$ cat src/rtl/mux_masters_pkg.sv
// mux_masters_pkg: shared command encodings, master select type and default bus widths.
package mux_masters_pkg;
  localparam logic CMD_READ  = 1'b0;
  localparam logic CMD_WRITE = 1'b1;
  localparam int DEF_ADDR_W = 32;
  localparam int DEF_DATA_W = 32;
  typedef enum logic {SEL_M1, SEL_M2} master_sel_e;
endpackage

$ cat src/rtl/mux_masters.sv
// mux_masters: two-master to one-slave req/ack mux with a transaction lock.
// MUX_MASTERS_RDATA_GATE_EN zeroes rdata toward the non-selected master; otherwise rdata is broadcast.
module mux_masters
  import mux_masters_pkg::*;
#(
  parameter int ADDR_W = DEF_ADDR_W,
  parameter int DATA_W = DEF_DATA_W
) (
  input  logic              clk,
  input  logic              rst_n,
  input  logic [1:0]        arb_master_req,
  input  logic              master_1_req,
  input  logic [ADDR_W-1:0] master_1_addr,
  input  logic              master_1_cmd,
  input  logic [DATA_W-1:0] master_1_wdata,
  input  logic              master_2_req,
  input  logic [ADDR_W-1:0] master_2_addr,
  input  logic              master_2_cmd,
  input  logic [DATA_W-1:0] master_2_wdata,
  input  logic              slave_ack,
  input  logic [DATA_W-1:0] slave_rdata,
  output logic              master_1_ack,
  output logic [DATA_W-1:0] master_1_rdata,
  output logic              master_2_ack,
  output logic [DATA_W-1:0] master_2_rdata,
  output logic              slave_req,
  output logic [ADDR_W-1:0] slave_addr,
  output logic              slave_cmd,
  output logic [DATA_W-1:0] slave_wdata
);
  logic busy, m1, m2;
  master_sel_e owner, sel;
  // Lock only while a request waits for its ack; a same-cycle ack never locks.
  always_ff @(posedge clk or negedge rst_n)
    if (!rst_n) begin
      busy  <= 1'b0;
      owner <= SEL_M1;
    end else if (slave_ack) begin
      busy <= 1'b0;
    end else if (slave_req) begin
      busy  <= 1'b1;
      owner <= sel;
    end
  always_comb begin
    sel = busy ? owner : (arb_master_req[0] ? SEL_M1 : SEL_M2);
    m1  = (busy | (|arb_master_req)) & (sel == SEL_M1);
    m2  = (busy | (|arb_master_req)) & (sel == SEL_M2);
    slave_req    = rst_n & ((m1 & master_1_req) | (m2 & master_2_req));
    slave_addr   = m1 ? master_1_addr  : m2 ? master_2_addr  : '0;
    slave_cmd    = m1 ? master_1_cmd   : m2 ? master_2_cmd   : CMD_READ;
    slave_wdata  = m1 ? master_1_wdata : m2 ? master_2_wdata : '0;
    master_1_ack = rst_n & m1 & slave_ack;
    master_2_ack = rst_n & m2 & slave_ack;
`ifdef MUX_MASTERS_RDATA_GATE_EN
    master_1_rdata = m1 ? slave_rdata : '0;
    master_2_rdata = m2 ? slave_rdata : '0;
`else
    master_1_rdata = slave_rdata;
    master_2_rdata = slave_rdata;
`endif
  end
endmodule

$ cat config.mk
export PLATFORM = sky130hd
export DESIGN_NAME = mux_masters
export DESIGN_NICKNAME = d
export VERILOG_FILES = /design/src/rtl/mux_masters_pkg.sv /design/src/rtl/mux_masters.sv
export SDC_FILE = /design/constraint.sdc
export NUM_CORES = 1
export LEC_CHECK = 0
export ABC_AREA = 0
export ABC_CLOCK_PERIOD_IN_PS = 3250
export CORE_AREA = 2 2 118 120
export DETAILED_ROUTE_END_ITERATION = 8
export DIE_AREA = 0 0 120 122
export GPL_ROUTABILITY_DRIVEN = 0
export PLACE_DENSITY = 0.49
export SKIP_CTS_REPAIR_TIMING = 1
export SYNTH_ARGS = -nofsm -noshare
export SYNTH_HDL_FRONTEND = slang
export SYNTH_SLANG_ARGS = --single-unit
export TNS_END_PERCENT = 1
$ cat constraint.sdc
create_clock -name clk -period 3.25 [get_ports clk]
set_input_delay 0.65 -clock clk [delete_from_list [all_inputs] [get_ports clk]]
set_output_delay 0.65 -clock clk [all_outputs]
set_load 0.01 [all_outputs]
==> results of run 1 <==
-- per-stage QoR --
step	area, sq um	total power, mW	utilization [%]	setup WS [ns]	hold WS, ns
after floorplan	1300	0.3914	-	1.132	0.3544
after global placement	3090	0.7633	22.89	0.08692	0.6106
after detailed placement	3090	0.7673	22.89	0.06185	0.6337
after CTS	3166	0.9600	23.44	0.06069	0.6590
after global routing	3168	0.9995	23.46	0.05778	0.6927
final	3168	0.9474	23.46	0.1396	0.6473
-- Yosys cell counts --
cell type / instances
o21ba_2: 1
a221oi_1: 2
a21oi_1: 2
buf_4: 67
nand3b_1: 1
inv_1: 2
nand2b_1: 1
clkbuf_1: 5
buf_6: 4
mux2i_1: 2
buf_2: 2
nor2_1: 1
and3_1: 2
dfrtp_1: 2
a22o_1: 66
-- power breakdown --
part	switching, mW	total, mW	leakage, nW	internal, mW
sequential	0.0125	0.0433	0.0248	0.0309
combinational	0.257	0.718	1.16	0.461
clock	0.0290	0.186	0.0370	0.157
total	0.298	0.947	1.22	0.649
-- flip-flops by register name, summed over array words and instances (netlist names) --
name / count
busy: 1
owner: 1
-- critical path, delay by kind of cell --
kind                   cells  cell delay, ns
AOI/OAI and AO/OA          2            0.54
buffers and inverters      3            1.19
and+or+nand+nor            1            0.06
-- layer usage --
metal	wire length (um)	part of all wire [%]	global-route usage, %
met5	0	0	0
met2	3263	49	14.88
met1	2354	36	8.247
met3	832	13	2.809
met4	170	2.6	3.309
-- area by class of cell --
cell class / count / area, sq um / share of cell area, %
sequential: 2 / 50.05 / 1.580
inverter: 2 / 7.507 / 0.2370
multi-input combinational: 78 / 680.7 / 21.48
tap: 180 / 225.2 / 7.109
timing repair buffer: 209 / 2130 / 67.22
clock buffer: 3 / 75.07 / 2.370
-- cells by family after synthesis --
kind of cell	synth area share, %
buf+inv	44.95
flops	3.850
mux	1.540
simple gates	2.310
compound gates	47.35
-- placed cells by master, fill, tap and decap left out --
master / instances
clkdlybuf4s50_1: 204
a22o_1: 65
buf_12: 4
clkbuf_16: 3
mux2i_1: 2
inv_1: 2
a221oi_1: 2
and3_1: 2
dfrtp_1: 2
nor2_2: 1
a22o_2: 1
a21oi_4: 1
nand3b_1: 1
a21oi_1: 1
nand2b_1: 1
o21ba_2: 1
buf_4: 1
-- worst max-delay path by stage --
stage | start | to
3_3_place_gp | arb_master_req[0] | slave_wdata[21]
4_1_cts | arb_master_req[0] | slave_wdata[21]
6_report | arb_master_req[0] | slave_wdata[21]
2_1_floorplan | arb_master_req[0] | master_2_ack
3_5_place_dp | arb_master_req[0] | slave_wdata[21]
5_1_grt | arb_master_req[0] | slave_addr[9]
==> qor.csv, run 1 <==
metric;value;unit
outcome;completed;
via_per_inst;3.703;
grt-ovfl-total;0;
slowest_stage;clkdlybuf4s50_1;
syn_to_final_growth;143.7;%
dieArea;0.01464;sq mm
ios;301;
slew_violations;0;
syn_inst;160;
cpMostUsedCell;clkdlybuf4s50_1;
yosys_warnings;0;
clock_sinks;2;
worst_setup_path_start_kind;input pin;
drt_wl_total;6620;um
cts_buffers;3;
r2r_end;busy;
clockRootBuffer;clkbuf_16;
final_hold_viol_count;0;
final_cells;474;
syn_area;0.001300;sq mm
dp.cells;471;
clk_latency;0.22;ns
avgSynthCellArea;8.125;sq um
hold_class;reg2reg;
clk_pin_slew;0.03;ns
antenna_cells;0;
synth.distinct_cells;15;
crit_chain;clkdlybuf4s50_1 > nor2_2 > a22o_2 > buf_12 > a22o_1 > clkdlybuf4s50_1;
clk_path_buf_depth;2;
finClkSkew;0.0007839;ns
vias;1755;
core_area;0.01350;sq mm
finalSetupViolCount;0;
ir_worst_vdd;0.0002077;V
grt_pass1_vias;1794;
rsz0062_at_grt;no;
hold_end;owner;
grt_start_max_net_pins;38;
power_density;299.0;mW/mm^2
worstPathMaxFanout;36;
routedWlPerCell;13.97;um
antenna_found_initial;0;
ys_seq_area_share;3.850;%
synth_top_area_cell;a22o_1;
arrival;2.46;ns
htree_levels;1;
worstSetupPathType;in2out;
fin_setup_tns;0;ns
reg2reg_slack;1.95;ns
io_buffers;204;
cp-end-kind;output pin;
fin_crit_sh;95.70;%
die_w;120;um
critPathRequiredTime;2.60;ns
rows;43;
die_h;122;um
synth_area_leaders;a22o_1 (44%), buf_4 (39%), dfrtp_1 (3.8%), buf_6 (3.5%), mux2i_1 (1.5%);
worstHoldStart;owner;
cts_tree;yes;
cap_viol_max_count;0;
firstDrtPassIters;4;
dp_hpwl;5576;um
start_util;9.627;%
worst_pin_slew;0.4178;ns
gr-usage-all-layers;8.047;%
route.detailed.drc;0;
synth_seq_cells;2;
drtIter0Drc;30;
max_stage_delay;0.51;ns
fin_nets;465;
period_minus_slack;3.110;ns
leakage;1.223;nW
grt_pass1_wl;9280;um
final_antenna_net_count;0;
netlist.area_leader.share;44.47;%
holdPathStages;2;
synth_nets;329;
timing.rr.start;busy;
timing.fmax;321.5;MHz
max_slew_margin;72.14;%
num-fill-cells;1461;
worstRegToRegCells;3;
drive_gt1_share;4.082;%
Note: power is estimated with default switching activity, not from simulation.
==> run 2: changes to the inputs <==
--- a/config.mk
+++ b/config.mk
@@ -5,7 +5,6 @@
 export SDC_FILE = /design/constraint.sdc
 export NUM_CORES = 1
 export LEC_CHECK = 0
-export ABC_AREA = 0
 export ABC_CLOCK_PERIOD_IN_PS = 3250
 export CORE_AREA = 2 2 118 120
 export DETAILED_ROUTE_END_ITERATION = 8
==> results of run 2 <==
Same layout as run 1: the final DEF is identical, and so are final timing and power.
